`src/rtl/mac_seq_if.sv`:
```
// Operand stream between the upstream producer and the MAC operand sequencer.
// The producer offers (iact, wght) pairs with in_valid; the sequencer accepts with in_ready.
interface mac_seq_if #(
    parameter int unsigned DATA_BITWIDTH = 8
) ();

    logic                     in_valid;
    logic                     in_ready;
    logic [DATA_BITWIDTH-1:0] in_iact;
    logic [DATA_BITWIDTH-1:0] in_wght;

    // Producer side
    modport master (
        output in_valid,
        output in_iact,
        output in_wght,
        input  in_ready
    );

    // Sequencer side
    modport slave (
        input  in_valid,
        input  in_iact,
        input  in_wght,
        output in_ready
    );

endinterface

```
`src/rtl/mac_seq.sv`:
```
// MAC operand sequencer.
// Frames KERNEL_SIZE operand pairs per window, appends the flush beat the pipelined MAC needs,
// pulses mac_dout_en, and flags with psum_valid the cycle the MAC's dout holds the window sum.
// Runs NUM_WINDOWS windows per accepted start, then pulses done.
// Optional build macro MAC_SEQ_PERF_EN enables the stall_cycles counter; otherwise it reads 0.
module mac_seq #(
    parameter int unsigned DATA_BITWIDTH = 8,
    parameter int unsigned KERNEL_SIZE   = 49,
    parameter int unsigned NUM_WINDOWS   = 16
) (
    input  logic                     clk,
    input  logic                     rst,
    input  logic                     start,
    mac_seq_if.slave                 in_bus,
    output logic                     mac_din_en,
    output logic                     mac_dout_en,
    output logic [DATA_BITWIDTH-1:0] mac_iact,
    output logic [DATA_BITWIDTH-1:0] mac_wght,
    output logic                     psum_valid,
    output logic [15:0]              win_idx,
    output logic                     busy,
    output logic                     done,
    output logic [15:0]              stall_cycles
);

    localparam int unsigned BeatW = $clog2(KERNEL_SIZE + 1);
    localparam logic [BeatW-1:0] LastBeat = BeatW'(KERNEL_SIZE - 1);
    localparam logic [15:0] LastWin = 16'(NUM_WINDOWS - 1);

    typedef enum logic [2:0] {
        StIdle,
        StFeed,
        StFlush,
        StDump,
        StWait1,
        StWait2,
        StNext
    } state_e;

    state_e           state;
    logic [BeatW-1:0] beat_cnt;
    logic             in_ready;
    logic             handshake;

    assign in_bus.in_ready = in_ready;
    assign handshake       = in_bus.in_valid && in_ready;

    // Sequencer FSM with registered outputs. Because every output is registered, what a state
    // drives becomes visible one cycle later: the last data beat shows while in FLUSH, the
    // flush beat while in DUMP, mac_dout_en while in WAIT1 and psum_valid while in NEXT.
    always_ff @(posedge clk or posedge rst) begin
        if (rst) begin
            state       <= StIdle;
            beat_cnt    <= '0;
            win_idx     <= '0;
            in_ready    <= 1'b0;
            busy        <= 1'b0;
            done        <= 1'b0;
            psum_valid  <= 1'b0;
            mac_din_en  <= 1'b0;
            mac_dout_en <= 1'b0;
            mac_iact    <= '0;
            mac_wght    <= '0;
        end else begin
            // Single-cycle strobes default low; operands hold unless overwritten.
            mac_din_en  <= 1'b0;
            mac_dout_en <= 1'b0;
            psum_valid  <= 1'b0;
            done        <= 1'b0;

            unique case (state)
                StIdle: begin
                    if (start) begin
                        state    <= StFeed;
                        beat_cnt <= '0;
                        win_idx  <= '0;
                        in_ready <= 1'b1;
                        busy     <= 1'b1;
                    end
                end

                StFeed: begin
                    if (handshake) begin
                        mac_din_en <= 1'b1;
                        mac_iact   <= in_bus.in_iact;
                        mac_wght   <= in_bus.in_wght;
                        beat_cnt   <= beat_cnt + 1'b1;
                        if (beat_cnt == LastBeat) begin
                            state    <= StFlush;
                            in_ready <= 1'b0;
                        end
                    end
                end

                StFlush: begin
                    // Zero-operand beat: pushes the last product into the accumulator and
                    // leaves the MAC operand registers cleared for the next window.
                    mac_din_en <= 1'b1;
                    mac_iact   <= '0;
                    mac_wght   <= '0;
                    state      <= StDump;
                end

                StDump: begin
                    mac_dout_en <= 1'b1;
                    state       <= StWait1;
                end

                StWait1: begin
                    state <= StWait2;
                end

                StWait2: begin
                    psum_valid <= 1'b1;
                    state      <= StNext;
                end

                StNext: begin
                    if (win_idx == LastWin) begin
                        done  <= 1'b1;
                        busy  <= 1'b0;
                        state <= StIdle;
                    end else begin
                        win_idx  <= win_idx + 16'd1;
                        beat_cnt <= '0;
                        in_ready <= 1'b1;
                        state    <= StFeed;
                    end
                end

                default: begin
                    state <= StIdle;
                end
            endcase
        end
    end

`ifdef MAC_SEQ_PERF_EN
    logic [15:0] stall_cnt;

    // Count FEED cycles with no offered pair; saturating, cleared on an accepted start.
    always_ff @(posedge clk or posedge rst) begin
        if (rst) begin
            stall_cnt <= '0;
        end else if (state == StIdle && start) begin
            stall_cnt <= '0;
        end else if (state == StFeed && !in_bus.in_valid && stall_cnt != 16'hFFFF) begin
            stall_cnt <= stall_cnt + 16'd1;
        end
    end

    assign stall_cycles = stall_cnt;
`else
    assign stall_cycles = 16'd0;
`endif

endmodule
```
`src/flat_wrapper.sv`:
```
// flat-port wrapper written by rule: the top's interface ports become plain ports
module mac_seq_flat 
#(
    parameter int unsigned DATA_BITWIDTH = 8,
    parameter int unsigned KERNEL_SIZE   = 49,
    parameter int unsigned NUM_WINDOWS   = 16
)
  (clk, rst, start, mac_din_en, mac_dout_en, mac_iact, mac_wght, psum_valid, win_idx, busy, done, stall_cycles, in_bus_in_valid, in_bus_in_iact, in_bus_in_wght, in_bus_in_ready);
  mac_seq_if #(.DATA_BITWIDTH(DATA_BITWIDTH)) in_bus_i ();
  input  logic clk;
  input  logic rst;
  input  logic start;
  output logic mac_din_en;
  output logic mac_dout_en;
  output logic [DATA_BITWIDTH-1:0] mac_iact;
  output logic [DATA_BITWIDTH-1:0] mac_wght;
  output logic psum_valid;
  output logic [15:0] win_idx;
  output logic busy;
  output logic done;
  output logic [15:0] stall_cycles;
  input wire logic [$bits(in_bus_i.in_valid)-1:0] in_bus_in_valid;
  input wire logic [$bits(in_bus_i.in_iact)-1:0] in_bus_in_iact;
  input wire logic [$bits(in_bus_i.in_wght)-1:0] in_bus_in_wght;
  output wire logic [$bits(in_bus_i.in_ready)-1:0] in_bus_in_ready;
  assign in_bus_i.in_valid = in_bus_in_valid;
  assign in_bus_i.in_iact = in_bus_in_iact;
  assign in_bus_i.in_wght = in_bus_in_wght;
  assign in_bus_in_ready = in_bus_i.in_ready;
  mac_seq #(.DATA_BITWIDTH(DATA_BITWIDTH), .KERNEL_SIZE(KERNEL_SIZE), .NUM_WINDOWS(NUM_WINDOWS)) u_core (.clk(clk), .rst(rst), .start(start), .in_bus(in_bus_i), .mac_din_en(mac_din_en), .mac_dout_en(mac_dout_en), .mac_iact(mac_iact), .mac_wght(mac_wght), .psum_valid(psum_valid), .win_idx(win_idx), .busy(busy), .done(done), .stall_cycles(stall_cycles));
endmodule
```
`config.mk`:
```
export PLATFORM = sky130hd
export DESIGN_NAME = mac_seq_flat
export DESIGN_NICKNAME = d
export VERILOG_FILES = /design/src/rtl/mac_seq_if.sv /design/src/rtl/mac_seq.sv /design/src/flat_wrapper.sv
export SDC_FILE = /design/constraint.sdc
export NUM_CORES = 1
export LEC_CHECK = 0
export CORE_MARGIN = 4
export CORE_UTILIZATION = 50
export DETAILED_ROUTE_END_ITERATION = 8
export GPL_TIMING_DRIVEN = 0
export PLACE_DENSITY = 0.8
export SLEW_MARGIN = 5
export SYNTH_ARGS = -nofsm -noshare
export SYNTH_HDL_FRONTEND = slang
export SYNTH_SLANG_ARGS = --single-unit
```
`constraint.sdc`:
```
create_clock -name clk -period 2.9 [get_ports clk]
set_input_delay 0.29 -clock clk [delete_from_list [all_inputs] [get_ports clk]]
set_output_delay 0.29 -clock clk [all_outputs]
set_load 0.01 [all_outputs]
```
### After elaboration in Yosys (flattened, before gate mapping)

Index checks and enable logic that the tools add are counted.

| operators by class | value |
|---|---|
| add/sub/neg operators | 2 |
| multipliers | 0 |
| div/mod/pow operators | 0 |
| $lt $le $gt $ge | 0 |
| equality and inequality tests | 13 |
| shifts and indexed selects | 0 |
| muxes and demuxes | 29 |
| bitwise logic cells | 0 |
| reductions and logical operators | 11 |

Operators with widths:

| operator | number |
|---|---|
| $mux W16 | 2 |
| $pmux W16 S2 | 1 |
| $pmux W8 S2 | 2 |
| $pmux W3 S7 | 1 |
| $mux W6 | 3 |
| $pmux W6 S3 | 1 |
| $add A16 B1 Y16 const B | 1 |
| $eq A16 B4 Y1 const B | 1 |
| $mux W8 | 2 |
| $mux W1 | 11 |
| $eq A3 B3 Y1 const B | 3 |
| $mux W3 | 3 |
| $reduce_and A3 Y1 | 3 |
| $add A6 B1 Y6 const B | 1 |
| $eq A3 B2 Y1 const B | 2 |
| $eq A6 B6 Y1 const B | 1 |
| $ne A2 B1 Y1 const B | 3 |
| $reduce_and A5 Y1 | 1 |
| $ne A2 B2 Y1 const B | 2 |
| $pmux W1 S2 | 2 |
| $reduce_and A4 Y1 | 1 |
| $reduce_bool A2 Y1 | 2 |
| $eq A3 B1 Y1 const B | 1 |
| $logic_not A3 Y1 | 1 |
| 4 further kinds | 4 |

| storage, ports and cells | value |
|---|---|
| register bits | 47 |
| bits in latches | 0 |
| bits in writable memories | 0 |
| ROM bits | 0 |
| bits of input ports | 20 |
| output and inout bits | 54 |
| word-level logic and storage cells | 66 |
| memories kept | 0 |

### Longest topological paths before layout

Gate-level depths: netlist of run 1.

| logic depth | value |
|---|---|
| depth in word-level cells | 4 |
| gate-level depth with buffers | 8 |
| depth with buffers taken out | 6 |

### Least setup slack after synthesis of run 1

No wires, ideal clock.

| timing path | value |
|---|---|
| kind | flip-flop to flip-flop |
| from | register u_core.win_idx[0] |
| to | register u_core.win_idx[9] |
| setup time | 0.135 ns |
| arrival time | 1.719 ns |
| data required time | 2.765 ns |
| slack | 1.047 ns |
| cell stages (with the launch flop) | 9 |
| path buffers | 2 |
| clock period less this slack | 1.853 ns |
| cell sequence | dfrtp_1 -> ha_1 -> and3_1 -> clkbuf_1 -> a41oi_4 -> nor2_2 -> buf_4 -> o21ai_1 -> o31ai_1 |

| between the ends | value |
|---|---|
| word-level cells in the longest chain between the ends | 3 |
| elaborated cells between the ends (all ways) | 6 |
| those cells by class | add/sub (1); eq/ne (2); mux (2); reduce/logical (1) |

Ends and longest elaborated chain:

| item | line | RTL |
|---|---|---|
| start: declaration | mac_seq.sv:20 | `output logic [15:0] win_idx,` |
| start signal: assignment | mac_seq.sv:124 | `win_idx <= win_idx + 16'd1;` |
| $add A16 B1 Y16 or $eq A16 B4 Y1 (tied branches) | mac_seq.sv:124, mac_seq.sv:119 |  |
| $mux W16 or $ne A2 B2 Y1 (tied branches) | - |  |
| $pmux W16 S2 or $reduce_and A3 Y1 (tied branches) | - |  |

Several ways; a longest one is shown, not always the timed one. The select of a mux whose other input is x is not followed.
A chain may end at the register's enable or synchronous reset.

### Worst setup path after layout of run 1

Same ends and word-level chain as after synthesis.

==> run_results.csv, run 1 <==
group,metric,value,unit
outcome,status,"finished, final reports clean",
placement,io_buffers,57,
global_route,grt_pass1_wl,9470,um
sta,slew_violations,0,
clock_tree,cts_setup_buffers,0,
critical_path,slowest_stage,"dfrtp_1",
global_route,first_global_vias,2123,
critical_path,crit_chain,"ha_1, and3_1, clkbuf_1, a41oi_4, nor2_2, buf_4, o21ai_1, o31ai_1",
sta,tns,0,ns
sta,layout_worst_path_cycle_share,71.3,%
clock_tree,ctsRootBufferMaster,"clkbuf_8",
floorplan,io_pins,74,
detailed_routing,via_per_inst,5.20,
yosys,synthArstFlopShare,100,%
cells_and_area,fin_cells,411,
global_route,grt_antenna_before_repair,0,
sta,setup_viol,0,
yosys,synth_edf_count,0,
global_route,grt_usage,19.2,%
power_and_ir_drop,power.share.switching,36.0,%
clock_tree,numCtsBuffers,5,
power_and_ir_drop,leakage,1.46,nW
critical_path,crit_family,"compound AO/OA/AOI/OAI gates",
clock_tree,cts_sinks,47,
floorplan,core-area,0.00472,mm^2
power_and_ir_drop,p_clk_share,18.3,%
placement,pre_cts_ws,0.848,ns
clock_tree,cts_resized,0,
detailed_routing,route.vias.total,2139,
placement,hpwl,4080,um
cells_and_area,final_layout_size_suffix_gt1_share,12.5,%
yosys,yosys_warnings,0,
sta,period_needed,2.07,ns
critical_path,cp_num_buf_inv,2,
detailed_routing,wirelength,5590,um
cells_and_area,fin_nets,367,
cells_and_area,syn_to_final_growth,34.2,%
placement,dp_cells,404,
floorplan,initial_core_util,51.8,%
floorplan,dieArea,0.00608,mm^2
sta,finClkSkew,0.00611,ns
yosys,synth.distinct_cells,41,
yosys,synth_top_flop_cell,"dfrtp_1",
cells_and_area,diodes,0,
detailed_routing,drc,0,
worst_hold_path,hp-class,"in2async",
yosys,synth_top_area_share,48.0,%
floorplan,die_w,78.0,um
global_route,grt_max_degree,37,
clock_tree,cts_tree,"yes",
floorplan,fp.dieH,78.0,um
critical_path,worst_ep_arrival_time,2.25,ns
floorplan,rows,25,
power_and_ir_drop,power_frac_comb,43.0,%
global_route,overflow,0,
sta,max_slew_margin,45.7,%
detailed_routing,drt_iter0_drc,120,
yosys,syn_inst,264,
sta,rsz0062_at_grt,"false",
sta,fmax,483,MHz
sta,hold_viol_final,0,
clock_tree,clockBufferDepth,2,
critical_path,regToRegEndpoint,"u_core.win_idx[9]$_DFFE_PP0P_",
power_and_ir_drop,p_seq_share,38.7,%
power_and_ir_drop,p_per_area,781,mW/mm^2
critical_path,setup.worst_path.class,"reg2reg",
yosys,yosys-top-cells-area,"dfrtp_1 (48%), nand2_1 (7.5%), buf_4 (5.2%)",
clock_tree,insertion_delay,0.30,ns
critical_path,cp-end-kind,"register",
critical_path,start_kind,"register",
power_and_ir_drop,intPower,1.64,mW
cells_and_area,final_cell_mix,"clkdlybuf4s50_1 (57), nand2_1 (49), dfrtp_1 (47)",
sta,tightest_slew,0.808,ns
critical_path,worst-path-max-fanout,10,
detailed_routing,antenna_left,0,
critical_path,r2r_start,"u_core.win_idx[0]$_DFFE_PP0P_",
flow_run,maxCapViolations,0,
critical_path,r2r_slack,0.83,ns
clock_tree,cts_hold_buf,0,
clock_tree,clk_pin_slew,0.08,ns
detailed_routing,first_pass_iters,4,
yosys,synth_top_area_cell,"dfrtp_1",
detailed_routing,wl_per_cell,13.6,um
critical_path,cp.required,3.08,ns
placement,place.gp.congestion,0.840,
yosys,synth-seq-area-share,48.0,%
power_and_ir_drop,ir_drop,0.000461,V
yosys,ys_ff_latch,47,
cells_and_area,mostFrequentLayoutCell,"clkdlybuf4s50_1",
yosys,avgSynthCellArea,9.27,um^2
critical_path,cpPeakStageDelay,0.42,ns
power_and_ir_drop,switchingPower,0.924,mW
critical_path,r2r.worst_path.cells,8,
clock_tree,h-tree-depth,2,
yosys,synth_area,0.00245,mm^2
sta,finalWorstSetupSlack,0.832,ns
cell type report:
cell class | count | area, um^2
fill | 375 | 1440
sequential | 47 | 1180
multi-input combinational | 199 | 1130
timing repair buffer | 58 | 591
buffer | 29 | 186
tap | 67 | 83.8
clock buffer | 5 | 68.8
clock inverter | 2 | 37.5
inverter | 4 | 15.0
worst register-to-register path: cells and delay by family (launching register included):
kind / cells / cell delay (ns)
AOI/OAI and AO/OA: 3 / 0.58
and+or+nand+nor: 2 / 0.31
buffers and inverters: 2 / 0.39
adders and majority gates: 1 / 0.25
DFF: 1 / 0.42
metrics by stage:
step | hold slack (ns) | instance area (um^2) | utilization [%] | total power [mW]
3_3_place_gp | 0.504 | 3160 | 66.9 | 2.08
3_5_place_dp | 0.514 | 3180 | 67.3 | 2.11
2_1_floorplan | 0.407 | 2500 | - | 1.63
4_1_cts | 0.256 | 3290 | 69.6 | 2.59
6_report | 0.244 | 3290 | 69.6 | 2.57
5_1_grt | 0.272 | 3290 | 69.6 | 2.75
metal layers:
metal,vias up,track usage (%),part of all wire (%)
met2,70,32.5,47
li1,1055,-,-
met4,0,6.64,1.2
met3,8,5.80,8.1
met5,-,0,0
met1,1006,23.0,44
state kept, by name, indices dropped and copies added (netlist names), 3 cells and up:
register         flops
u_core.mac_iact      8
u_core.mac_wght      8
u_core.state         3
u_core.win_idx      16
u_core.beat_cnt      6
kinds of logic after synthesis:
logic type,after synthesis,share of synthesized area [%]
muxes,2,0.818
DFF,47,48.0
and+or+nand+nor,115,25.1
AOI/OAI and AO/OA,63,16.1
adders and majority gates,3,1.53
buffers and inverters,33,8.23
other,1,0.153
power groups by stage:
| stage | logic, mW | registers, mW | clock network (mW) |
|---|---|---|---|
| 6_report | 1.10 | 0.993 | 0.469 |
| 5_1_grt | 1.23 | 1.02 | 0.505 |
| 3_5_place_dp | 1.11 | 0.999 | 0 |
| 2_1_floorplan | 0.575 | 1.05 | 0 |
| 4_1_cts | 1.12 | 0.993 | 0.480 |
| 3_3_place_gp | 1.09 | 0.994 | 0 |
worst max path at each step:
stage,from,end,slack [ns],cells after the start
2_1_floorplan,u_core.win_idx[0]$_DFFE_PP0P_,u_core.win_idx[9]$_DFFE_PP0P_,1.05,8
3_3_place_gp,rst,u_core.mac_wght[0]$_DFFE_PP0P_,0.57,2
3_5_place_dp,u_core.win_idx[0]$_DFFE_PP0P_,u_core.win_idx[6]$_DFFE_PP0P_,0.85,8
4_1_cts,u_core.win_idx[0]$_DFFE_PP0P_,u_core.win_idx[9]$_DFFE_PP0P_,0.83,8
5_1_grt,u_core.win_idx[0]$_DFFE_PP0P_,u_core.win_idx[6]$_DFFE_PP0P_,0.63,8
6_report,u_core.win_idx[0]$_DFFE_PP0P_,u_core.win_idx[9]$_DFFE_PP0P_,0.83,8
Yosys cell counts (2+ instances only):
| cell type | count |
|---|---|
| a31oi_1 | 7 |
| mux2i_1 | 2 |
| clkbuf_1 | 5 |
| nor3_1 | 3 |
| nor2_1 | 21 |
| nand4_1 | 8 |
| nor4_1 | 2 |
| buf_4 | 17 |
| nand2_1 | 49 |
| or3_1 | 5 |
| a21oi_1 | 14 |
| buf_2 | 5 |
| o31ai_1 | 4 |
| nand2b_1 | 2 |
| o21ai_1 | 6 |
| dfrtp_1 | 47 |
| a21o_1 | 2 |
| o21ai_0 | 23 |
| and3_1 | 3 |
| a22o_1 | 2 |
| ha_1 | 3 |
| nand3_1 | 10 |
| inv_1 | 4 |
| nor4_4 | 3 |
No activity file was read; power rests on OpenSTA's default activity.
==> run 2, diff against run 1 <==
--- a/config.mk
+++ b/config.mk
@@ -6,10 +6,10 @@
 export NUM_CORES = 1
 export LEC_CHECK = 0
 export CORE_MARGIN = 4
-export CORE_UTILIZATION = 50
+export CORE_UTILIZATION = 42
 export DETAILED_ROUTE_END_ITERATION = 8
 export GPL_TIMING_DRIVEN = 0
-export PLACE_DENSITY = 0.8
+export PLACE_DENSITY = 0.72
 export SLEW_MARGIN = 5
 export SYNTH_ARGS = -nofsm -noshare
 export SYNTH_HDL_FRONTEND = slang
==> constraint.sdc (replaced) <==
create_clock -name clk -period 1.9 [get_ports clk]
set_input_delay 0.19 -clock clk [delete_from_list [all_inputs] [get_ports clk]]
set_output_delay 0.19 -clock clk [all_outputs]
set_load 0.01 [all_outputs]
==> run_results.csv, run 2 (synthesized netlist as in run 1, its figures left out) <==
group,metric,value,unit
detailed_routing,drc,0,
placement,placedInstanceArea,0.00319,mm^2
power_and_ir_drop,p_per_area,1150,mW/mm^2
cells_and_area,ff_latch_area,0.00118,mm^2
cells_and_area,reg_top3,"u_core.win_idx: 16 flops, u_core.mac_iact: 8 flops, u_core.mac_wght: 8 flops",
sta,setup_viol,0,
detailed_routing,via_per_inst,5.12,
global_route,grt_max_degree,28,
placement,io_buffers,57,
clock_tree,clockBufferDepth,2,
critical_path,setup.worst_path.class,"reg2reg",
clock_tree,insertion_delay,0.30,ns
cells_and_area,diodes,0,
worst_hold_path,hp-class,"in2async",
cells_and_area,largest_reg_flops,16,
flow_run,maxCapViolations,0,
clock_tree,ctsRootBufferMaster,"clkbuf_8",
critical_path,cpPeakStageDelay,0.40,ns
detailed_routing,drt_iter0_drc,165,
floorplan,initial_core_util,43.9,%
sta,hold_viol_final,0,
outcome,status,"finished, final reports clean",
floorplan,core-area,0.00557,mm^2
sta,finClkSkew,0.00791,ns
sta,period_needed,1.89,ns
global_route,overflow,0,
clock_tree,cts_sinks,47,
power_and_ir_drop,leakage,1.55,nW
cells_and_area,largest-register,"u_core.win_idx",
cells_and_area,fin_cells,431,
sta,tns,0,ns
global_route,first_global_vias,2096,
placement,hpwl,4250,um
clock_tree,h-tree-depth,2,
critical_path,worst-path-max-fanout,6,
power_and_ir_drop,ir_drop,0.000628,V
power_and_ir_drop,finalPower,3.95,mW
clock_tree,cts_tree,"yes",
sta,timing.hold.ws,0.215,ns
sta,tightest_slew,0.626,ns
cells_and_area,syn_to_final_growth,40.3,%
clock_tree,cts_hold_buf,0,
clock_tree,numCtsBuffers,5,
cells_and_area,final_cell_mix,"clkdlybuf4s50_1 (57), nand2_1 (49), dfrtp_1 (44)",
cells_and_area,multi_input_area,0.00116,mm^2
detailed_routing,wl_per_cell,13.9,um
critical_path,cp-end-kind,"register",
cells_and_area,stdcell_area,0.00343,mm^2
global_route,grt_pass1_wl,9940,um
cells_and_area,final_layout_size_suffix_gt1_share,18.1,%
placement,place.gp.congestion,0.810,
floorplan,fp.dieH,84.4,um
cells_and_area,fin_nets,381,
critical_path,start_kind,"register",
floorplan,rows,27,
placement,dp_cells,409,
sta,rsz0062_at_grt,"true",
floorplan,dieArea,0.00712,mm^2
cells_and_area,mostFrequentLayoutCell,"clkdlybuf4s50_1",
critical_path,crit_chain,"buf_6, nor4_4, buf_4, a41oi_4, buf_6, or3_1, mux2i_1",
detailed_routing,first_pass_iters,7,
clock_tree,clk_pin_slew,0.09,ns
critical_path,crit_top_cell,"buf_6",
global_route,grt_usage,16.9,%
floorplan,die_w,84.4,um
sta,fmax,528,MHz
critical_path,worst_ep_arrival_time,2.11,ns
sta,max_slew_margin,58.1,%
detailed_routing,antenna_left,0,
critical_path,cp.required,2.12,ns
global_route,grt_antenna_before_repair,0,
detailed_routing,wirelength,5990,um
critical_path,slowest_stage,"dfrtp_1",
sta,layout_worst_path_cycle_share,99.6,%
sta,slew_violations,0,
cells_and_area,fillers,506,
floorplan,io_pins,74,
detailed_routing,route.vias.total,2206,
-- run 2: final timing paths --
| check | start | end | slack [ns] | depth (start not counted) |
|---|---|---|---|---|
| worst max-delay path | u_core.win_idx[8]$_DFFE_PP0P_ | u_core.beat_cnt[5]$_DFFE_PP0P_ | 0.007 | 7 |
| worst min-delay path | rst | u_core.win_idx[2]$_DFFE_PP0P_ | 0.22 | 2 |
| worst max register to register | u_core.win_idx[8]$_DFFE_PP0P_ | u_core.beat_cnt[5]$_DFFE_PP0P_ | 0.007 | 7 |
| worst min register to register | u_core.mac_iact[6]$_DFFE_PP0P_ | u_core.mac_iact[6]$_DFFE_PP0P_ | 0.53 | 2 |
| max in group asynchronous | rst | u_core.done$_DFF_PP0_ | 1.18 | 3 |
| min in group clk | in_bus_in_iact[1] | u_core.mac_iact[1]$_DFFE_PP0P_ | 0.42 | 3 |
-- run 2: timing repair --
action                                  in CTS  in global routing
resized for setup                            1                 19
endpoints found under the setup margin      20                 26
buffers inserted                             2                 13
endpoints found under the hold margin        0                  0
pin swaps                                    2                  7
-- run 2: worst max-delay path: cells and delay by family (launching register included) --
family,cells,cell delay (ns)
AOI/OAI and AO/OA,1,0.13
buffers and inverters,3,0.47
DFF,1,0.40
muxes,1,0.14
and+or+nand+nor,2,0.66
-- run 2: per-layer routing --
| metal | global-route usage (%) | up-vias | wire (um) |
|---|---|---|---|
| met1 | 20.4 | 1036 | 2570 |
| met4 | 4.03 | 0 | 72 |
| met3 | 5.59 | 8 | 441 |
| met2 | 29.3 | 74 | 2910 |
| li1 | - | 1088 | - |
| met5 | 0 | - | 0 |
-- run 2: layout make-up --
| type | instances | area share [%] |
|---|---|---|
| well taps | 72 | 2.62 |
| multi-input cells | 199 | 33.7 |
| clock inverters | 2 | 0.364 |
| clock buffers | 6 | 2.11 |
| inverters | 4 | 0.437 |
| repair buffers | 73 | 20.6 |
| plain buffers | 28 | 5.83 |
| flip-flops and latches | 47 | 34.4 |
-- run 2: power breakdown --
part | internal, mW | total, mW | switching [mW]
Sequential | 1.30 | 1.52 | 0.223
Clock | 0.258 | 0.604 | 0.346
Combinational | 0.941 | 1.83 | 0.889
Total | 2.50 | 3.95 | 1.46
-- run 2: metrics by stage --
| stage | utilization, % | setup slack, ns |
|---|---|---|
| 2_1_floorplan | - | 0.0466 |
| 3_3_place_gp | 56.8 | -0.371 |
| 3_5_place_dp | 57.1 | -0.197 |
| 4_1_cts | 58.9 | 0.00818 |
| 5_1_grt | 61.6 | -0.0742 |
| 6_report | 61.6 | 0.00692 |
==> run 3, diff against run 2 <==
--- a/config.mk
+++ b/config.mk
@@ -7,6 +7,7 @@
 export LEC_CHECK = 0
 export CORE_MARGIN = 4
 export CORE_UTILIZATION = 42
+export CTS_BUF_LIST = sky130_fd_sc_hd__clkbuf_16
 export DETAILED_ROUTE_END_ITERATION = 8
 export GPL_TIMING_DRIVEN = 0
 export PLACE_DENSITY = 0.72
==> run_results.csv, run 3 (synthesized netlist as in run 1, its figures left out) <==
group,metric,value,unit
global_route,first_global_vias,2083,
outcome,violations,"setup timing",
power_and_ir_drop,p_per_area,1200,mW/mm^2
clock_tree,cts_tree,"yes",
cells_and_area,multi_input_area,0.00116,mm^2
sta,max_slew_margin,59.2,%
sta,layout_worst_path_cycle_share,101,%
critical_path,crit_top_cell,"buf_6",
cells_and_area,largest_reg_flops,16,
sta,finClkSkew,0.00479,ns
worst_hold_path,hp-class,"in2async",
detailed_routing,drc,0,
clock_tree,cts_hold_buf,0,
power_and_ir_drop,p_seq_share,36.6,%
sta,hold_viol_final,0,
global_route,grt_pass1_wl,10000,um
sta,period_needed,1.92,ns
clock_tree,ctsRootBufferMaster,"clkbuf_16",
floorplan,dieArea,0.00712,mm^2
placement,hpwl,4250,um
power_and_ir_drop,intPower,2.69,mW
critical_path,worst-path-max-fanout,8,
sta,tightest_slew,0.608,ns
critical_path,r2r.worst_path.cells,7,
detailed_routing,antenna_left,0,
placement,place.gp.congestion,0.810,
critical_path,cp_num_buf_inv,3,
floorplan,initial_core_util,43.9,%
critical_path,cp-endpoint,"u_core.beat_cnt[5]$_DFFE_PP0P_",
critical_path,cp-end-kind,"register",
critical_path,slowest_stage,"dfrtp_1",
critical_path,cpPeakStageDelay,0.39,ns
power_and_ir_drop,p_clk_share,20.5,%
cells_and_area,mostFrequentLayoutCell,"clkdlybuf4s50_1",
critical_path,crit_cells,7,
clock_tree,clk_pin_slew,0.06,ns
critical_path,start_kind,"register",
critical_path,crit_chain,"buf_6, nor4_4, buf_4, a41oi_4, buf_6, or3_1, mux2i_1",
floorplan,fp.dieH,84.4,um
critical_path,crit_start,"u_core.win_idx[7]$_DFFE_PP0P_",
clock_tree,insertion_delay,0.28,ns
sta,setup_viol,1,
sta,finalWorstSetupSlack,-0.0196,ns
power_and_ir_drop,finalPower,4.16,mW
placement,io_buffers,57,
clock_tree,h-tree-depth,2,
floorplan,io_pins,74,
flow_run,maxCapViolations,0,
critical_path,crit_family,"simple AND/OR/NAND/NOR gates",
cells_and_area,stdcell_area,0.00346,mm^2
global_route,grt_max_degree,28,
floorplan,rows,27,
cells_and_area,final_layout_size_suffix_gt1_share,16.6,%
critical_path,worst_ep_arrival_time,2.12,ns
outcome,status,"complete, but fails checks",
floorplan,core-area,0.00557,mm^2
placement,pre_cts_ws,-0.197,ns
power_and_ir_drop,ir_drop,0.000643,V
cells_and_area,final_cell_mix,"clkdlybuf4s50_1 (57), nand2_1 (49), dfrtp_1 (46)",
floorplan,die_w,84.4,um
critical_path,cp.required,2.10,ns
critical_path,setup.worst_path.class,"reg2reg",
critical_path,r2r_slack,-0.02,ns
placement,dp_cells,409,
critical_path,regToRegEndpoint,"u_core.beat_cnt[5]$_DFFE_PP0P_",
global_route,grt_usage,17.0,%
critical_path,r2r_start,"u_core.win_idx[7]$_DFFE_PP0P_",
sta,rsz0062_at_grt,"true",
global_route,overflow,0,
cells_and_area,syn_to_final_growth,41.2,%
cells_and_area,ff_latch_area,0.00118,mm^2
placement,placedInstanceArea,0.00319,mm^2
detailed_routing,wl_per_cell,14.1,um
detailed_routing,wirelength,6030,um
clock_tree,clockBufferDepth,2,
cells_and_area,fin_nets,377,
detailed_routing,drt_iter0_drc,150,
sta,slew_violations,0,
cells_and_area,reg_top3,"u_core.win_idx: 16 flops, u_core.mac_iact: 8 flops, u_core.mac_wght: 8 flops",
power_and_ir_drop,leakage,1.56,nW
global_route,grt_antenna_before_repair,0,
sta,tns,-0.0196,ns
cells_and_area,fillers,491,
cells_and_area,fin_cells,427,
detailed_routing,route.vias.total,2185,
sta,fmax,521,MHz
power_and_ir_drop,power_frac_comb,43.0,%
power_and_ir_drop,power.share.switching,35.4,%
cells_and_area,largest-register,"u_core.win_idx",
detailed_routing,via_per_inst,5.12,
clock_tree,cts_sinks,47,
detailed_routing,first_pass_iters,5,
clock_tree,numCtsBuffers,5,
power_and_ir_drop,switchingPower,1.47,mW
cells_and_area,diodes,0,
run 3: changes by cell type in the layout (fill, tap and decap cells not counted), sizes merged:
cell	change
buf	-4
clkbuf	-1
inv	+1
run 3: per-stage QoR:
stage	util [%]	hold slack, ns
2_1_floorplan	-	0.307
3_3_place_gp	56.8	0.510
3_5_place_dp	57.1	0.515
4_1_cts	59.9	0.261
5_1_grt	62.0	0.291
6_report	62.0	0.240
run 3: metal layers:
metal	global-route usage, %	share of wire (%)	up-vias
li1	-	-	1076
met1	20.8	42	1034
met2	29.3	50	68
met5	0	0	-
met4	4.03	1.0	0
met3	5.59	7.6	7
run 3: worst register-to-register path: stages (launching register included):
cell and delay, ns:
dfrtp_1 0.39, buf_6 0.14, nor4_4 0.32, buf_4 0.18, a41oi_4 0.13, buf_6 0.17
or3_1 0.35, mux2i_1 0.15
run 3: power by group through the flow:
stage	sequential (mW)	combinational (mW)	clock, mW
floorplan	1.61	0.878	0
global placement	1.52	1.65	0
detailed placement	1.52	1.70	0
CTS	1.52	1.70	0.866
global route	1.57	1.97	0.914
finish	1.52	1.79	0.851
run 3: timing repair:
action / in CTS / in global routing
gates resized for setup: 1 / 16
hold endpoints to repair: 0 / 0
buffers inserted: 2 / 9
pin swaps: 2 / 6
setup endpoints to repair: 20 / 25
run 3: how the worst min path moves through the flow:
stage / start / endpoint / cells after the start / slack, ns
floorplan: in_bus_in_iact[7] / u_core.mac_iact[7]$_DFFE_PP0P_ / 2 / 0.31
global placement: u_core.beat_cnt[0]$_DFFE_PP0P_ / u_core.beat_cnt[0]$_DFFE_PP0P_ / 1 / 0.51
detailed placement: u_core.beat_cnt[2]$_DFFE_PP0P_ / u_core.beat_cnt[2]$_DFFE_PP0P_ / 1 / 0.52
CTS: rst / u_core.beat_cnt[2]$_DFFE_PP0P_ / 2 / 0.26
global route: rst / u_core.win_idx[2]$_DFFE_PP0P_ / 2 / 0.29
finish: rst / u_core.win_idx[2]$_DFFE_PP0P_ / 2 / 0.24
run 3: cell type report:
type / count / share of cell area, %
flip-flops and latches: 47 / 34.0
multi-input cells: 199 / 33.5
repair buffers: 69 / 19.6
plain buffers: 28 / 5.79
clock buffers: 5 / 3.62
well taps: 72 / 2.60
clock inverters: 3 / 0.470
inverters: 4 / 0.434
==> edit 1: new RTL, flow settings as in run 1 <==
Encoding of `state_e`: now one-hot (7 bits for 7 states).
--- a/src/rtl/mac_seq.sv
+++ b/src/rtl/mac_seq.sv
@@ -27,14 +27,14 @@
     localparam logic [BeatW-1:0] LastBeat = BeatW'(KERNEL_SIZE - 1);
     localparam logic [15:0] LastWin = 16'(NUM_WINDOWS - 1);
 
-    typedef enum logic [2:0] {
-        StIdle,
-        StFeed,
-        StFlush,
-        StDump,
-        StWait1,
-        StWait2,
-        StNext
+    typedef enum logic [6:0] {
+        StIdle  = 7'b0000001,
+        StFeed  = 7'b0000010,
+        StFlush = 7'b0000100,
+        StDump  = 7'b0001000,
+        StWait1 = 7'b0010000,
+        StWait2 = 7'b0100000,
+        StNext  = 7'b1000000
     } state_e;
 
     state_e           state;
Behaviour: no difference found for any inputs over 10 cycles, from zero or initial values and one cycle with rst high; not proved beyond that.
==> edit 1 against run 1 <==
Synthesized area up 9.9%. Critical path type unchanged. Largest cell class unchanged. Worst setup slack worse by 0.30 ns. Design area up 6.8%. Routed wire length up 10%. Power down 16%. First-iteration DRC count up 9.2%. Largest power group is now sequential cells. Highest routed layer unchanged. Sequential cell count up 4.
==> edit 1: results (changes against run 1) <==
- Gp weighted congestion: 0.895 (+6.5%)
- Num CTS Buffers: 5 (unchanged)
- Global-route wire length before repair: 10.1 mm (+6.2%)
- DR pass1 iterations: 4 (unchanged)
- Met3 WL: 449 um (-0.22%)
- Avg Inst Size Synth: 8.97 um2 (-3.3%)
- Post-route met1 wirelength: 2.66 mm (+9.0%)
- Post-detail-place hpwl: 4.47 mm (+9.7%)
- Slowest stage delay, CP: 0.52 ns (+0.10 ns)
- Cell count after placement: 443 (+9.7%)
- Post-synthesis sequential area ratio: 47.5% (-0.54 points)
- Vias: 2400 (+12%)
- Leak pwr: 1.57 nW (+7.1%)
- Top cells by area, synth: dfrtp_1, nand2_1, nand3_1, buf_4, nor2_1
- WP data arrival: 2.58 ns (+0.33 ns)
- Share of layout cells above drive strength 1: 11.0% (-1.5 points)
- Number of global-route vias before repair: 2248 (+5.9%)
- Maximum vdd drop: 0.467 mV (+1.4%)
- Worst-path fanout max: 10 (unchanged)
- Critical path origin: u_core.state[2]
- Synthesis warning total: 0 (unchanged)
- Netlist cell types: 54 (+32%)
- Met2 wire length: 3.00 mm (+14%)
- Post-synth top cells: nand2_1, dfrtp_1, nand3_1
- Outcome: complete, no violations
- Non-Filler Instances: 451 (+9.7%)
- Fillers: 443 (+18%)
- GRT Util Overall: 19.4% (+0.20 points)
- Clock skew: 0.0106 ns (+0.00446 ns)
- CP max stage cell: or4_4
- Post-DP Area: 0.00342 mm2 (+7.7%)
- Family with the most delay on the worst path: simple AND/OR/NAND/NOR gates
- Final nets: 403 (+9.8%)
- DR iter-0 viols: 131 (+9.2%)
- Slew HR: 61.3% (+16 points)
[edit 1: cell types whose count changed in the layout (fill, tap and decap cells not counted), moves of 4 or more]
| cell | before | now |
|---|---|---|
| o21ai_0 | 23 | 5 |
| nand3_1 | 10 | 26 |
| o21ai_1 | 6 | 16 |
| a21oi_1 | 14 | 5 |
| nand2_1 | 49 | 57 |
| clkbuf_1 | 5 | 10 |
| nor3_1 | 3 | 8 |
| or3_1 | 5 | 0 |
| buf_2 | 5 | 1 |
[edit 1: cell type report]
cell class              count  area, um2  share of cell area [%]
flip-flops and latches     51       1280                    36.4
multi-input cells         226       1240                    35.3
repair buffers             58        591                    16.8
plain buffers              30        200                    5.70
well taps                  70       87.6                    2.50
clock buffers               6       72.6                    2.07
inverters                   8       30.0                   0.856
clock inverters             2       12.5                   0.357
[edit 1: final timing paths]
check                                     end  slack [ns]
setup / recovery           u_core.win_idx[13]        0.53
hold reg to reg            u_core.beat_cnt[5]        0.49
max in group asynchronous     u_core.state[0]        2.07
setup reg to reg           u_core.win_idx[13]        0.53
min in group clk           u_core.beat_cnt[5]        0.49
hold / removal              u_core.win_idx[7]        0.26
[edit 1: report_power, final]
part           switching [mW]  internal, mW  leakage [nW]
registers               0.102         0.856         0.673
clock network           0.239         0.169        0.0412
logic                   0.390         0.389         0.852
[edit 1: worst register-to-register path, stage by stage (launching register included)]
cell	delay, ns
dfrtp_1	0.39
buf_6	0.13
or4_4	0.52
buf_6	0.15
or3_4	0.39
o21ai_4	0.30
buf_4	0.24
o21ai_1	0.09
o41ai_1	0.06
[edit 1: through the flow]
| step | worst slack [ns] | hold WS [ns] | util, % |
|---|---|---|---|
| 2_1_floorplan | 0.727 | 0.395 | - |
| 3_3_place_gp | 0.385 | 0.471 | 65.8 |
| 3_5_place_dp | 0.532 | 0.475 | 66.2 |
| 4_1_cts | 0.524 | 0.261 | 67.9 |
| 5_1_grt | 0.354 | 0.280 | 67.9 |
| 6_report | 0.534 | 0.257 | 67.9 |
[edit 1: routing by layer]
metal | track usage (%) | up-vias
li1 | - | 1186
met1 | 23.8 | 1143
met2 | 32.5 | 68
met3 | 6.43 | 3
met4 | 5.24 | 0
met5 | 0 | -
[edit 1: logic make-up (layout without fill, tap and decap cells)]
logic type / Yosys count / count (layout) / share of synthesized area, %
and+or+nand+nor: 149 / 149 / 27.6
AOI/OAI and AO/OA: 56 / 56 / 14.1
DFF: 51 / 51 / 47.5
buffers and inverters: 38 / 104 / 8.56
adders and majority gates: 4 / 4 / 1.77
other: 1 / 16 / 0.139
xor gates and xnor gates: 1 / 1 / 0.326
==> edit 2: new RTL, settings of run 1 <==
Made on the original files. Add a define of `MAC_SEQ_PERF_EN`.
--- a/src/rtl/mac_seq.sv
+++ b/src/rtl/mac_seq.sv
@@ -3,6 +3,8 @@
 // pulses mac_dout_en, and flags with psum_valid the cycle the MAC's dout holds the window sum.
 // Runs NUM_WINDOWS windows per accepted start, then pulses done.
 // Optional build macro MAC_SEQ_PERF_EN enables the stall_cycles counter; otherwise it reads 0.
+`define MAC_SEQ_PERF_EN
+
 module mac_seq #(
     parameter int unsigned DATA_BITWIDTH = 8,
     parameter int unsigned KERNEL_SIZE   = 49,
Formal check against the unedited RTL: not equivalent (Yosys sat finds a counterexample within 4 cycles, from zero or initial values and one cycle with rst high).
==> edit 2 against run 1 <==
Routed wire length rose by 35%. Worst setup slack worse by 0.34 ns. Sequential cell count grew 16. Clock skew increased by 0.0012 ns. Global-route usage increased by 3.2 points. Sequential share of layout area rose by 2.5 points. Power is 45% higher. Synthesized cell count is 14% higher. Design area grew 25%. Critical path depth shrank 1. First-iteration DRC count increased by 21%. Die area up 21%. Synthesized area increased by 24%.
==> edit 2: results (changes against run 1) <==
- Outcome: complete, no violations
- Fillers: 443 (+18%)
- Num CTS Buffers: 9 (+4)
- Switching power: 1.26 mW (+37%)
- DR iter-0 viols: 145 (+21%)
- Worst-path fanout max: 8 (-2)
- Met2 wire length: 3.82 mm (+46%)
- Post-Place Setup Slack: 0.515 ns (-0.333 ns)
- Post-detail-place hpwl: 5.33 mm (+31%)
- Share of layout cells above drive strength 1: 7.93% (-4.6 points)
- Leak pwr: 1.80 nW (+23%)
- Maximum vdd drop: 0.435 mV (-5.5%)
- Post-synth top cells: dfrtp_1, nor2_1, nand2_1
- Netlist cell types: 43 (+4.9%)
- Met3 GRT Util: 3.36% (-2.4 points)
- Power Clock: 0.934 mW (+99%)
- Vias: 2650 (+24%)
- Met2 Usage GRT: 35.9% (+3.3 points)
- Clk_buf instances: 10 (+5)
- Worst-Margin Slew: 0.798 ns (-0.00981 ns)
- Grt met1 use: 29.3% (+6.3 points)
- CP endpoint: u_core.win_idx[10]
- Seq pwr: 1.39 mW (+40%)
- Combined area of the multi-input logic cells: 0.00134 mm2 (+19%)
- Clock network area share: 5.95% (+2.7 points)
- Skew-Pair Late Insertion Delay: 0.34 ns (+0.04 ns)
- Synthesized flop and latch total: 63 (+34%)
- Buffering overhead: 20.2% (-3.5 points)
- Number of global-route vias before repair: 2609 (+23%)
- R2R setup slack: 0.50 ns (-0.34 ns)
- Global-route wire length before repair: 12.8 mm (+35%)
- GRT Util Overall: 22.3% (+3.2 points)
- H-Tree Level Count: 3 (+1)
- Met3 WL: 325 um (-28%)
- Clock skew: 0.00727 ns (+0.00116 ns)
- Post-Route WL: 7.55 mm (+35%)
- Fmax: 0.416 GHz (-14%)
- #MultiIn Comb: 216 (+8.5%)
- Sequential cell area share: 38.3% (+2.5 points)
- Part of the power in registers: 37.3% (-1.4 points)
- Post-DP Area: 0.00388 mm2 (+22%)
- CP max stage cell: a41oi_1
- Final nets: 410 (+12%)
-- edit 2: cell types whose count changed after synthesis, moves of 5 or more --
cell	run 1	this run
nand2_1	49	20
nor2_1	21	43
buf_4	17	0
dfrtp_1	47	63
a22o_1	2	16
xor2_1	0	10
a21oi_1	14	7
and3_1	3	9
inv_1	4	9
-- edit 2: metrics by stage --
stage	cells	util, %	hold WS (ns)
global route	466	70.0	0.464
detailed placement	450	65.9	0.484
floorplan	301	-	0.430
finish	466	70.0	0.410
global placement	449	65.5	0.483
CTS	466	70.0	0.431
-- edit 2: worst register-to-register path: stages, from the launching register on --
cell,delay [ns]
dfrtp_1,0.42
ha_1,0.26
and3_1,0.20
clkbuf_1,0.17
a41oi_1,0.59
nor2_1,0.34
o21ai_1,0.21
o21ai_0,0.10
-- edit 2: logic make-up after synthesis --
logic type / after synthesis / share of synthesized area (%)
xor+xnor: 14 / 4.04
flops: 63 / 52.0
fa+ha+maj: 4 / 1.65
compound gates: 67 / 15.1
simple gates: 131 / 23.4
buf+inv: 22 / 3.76
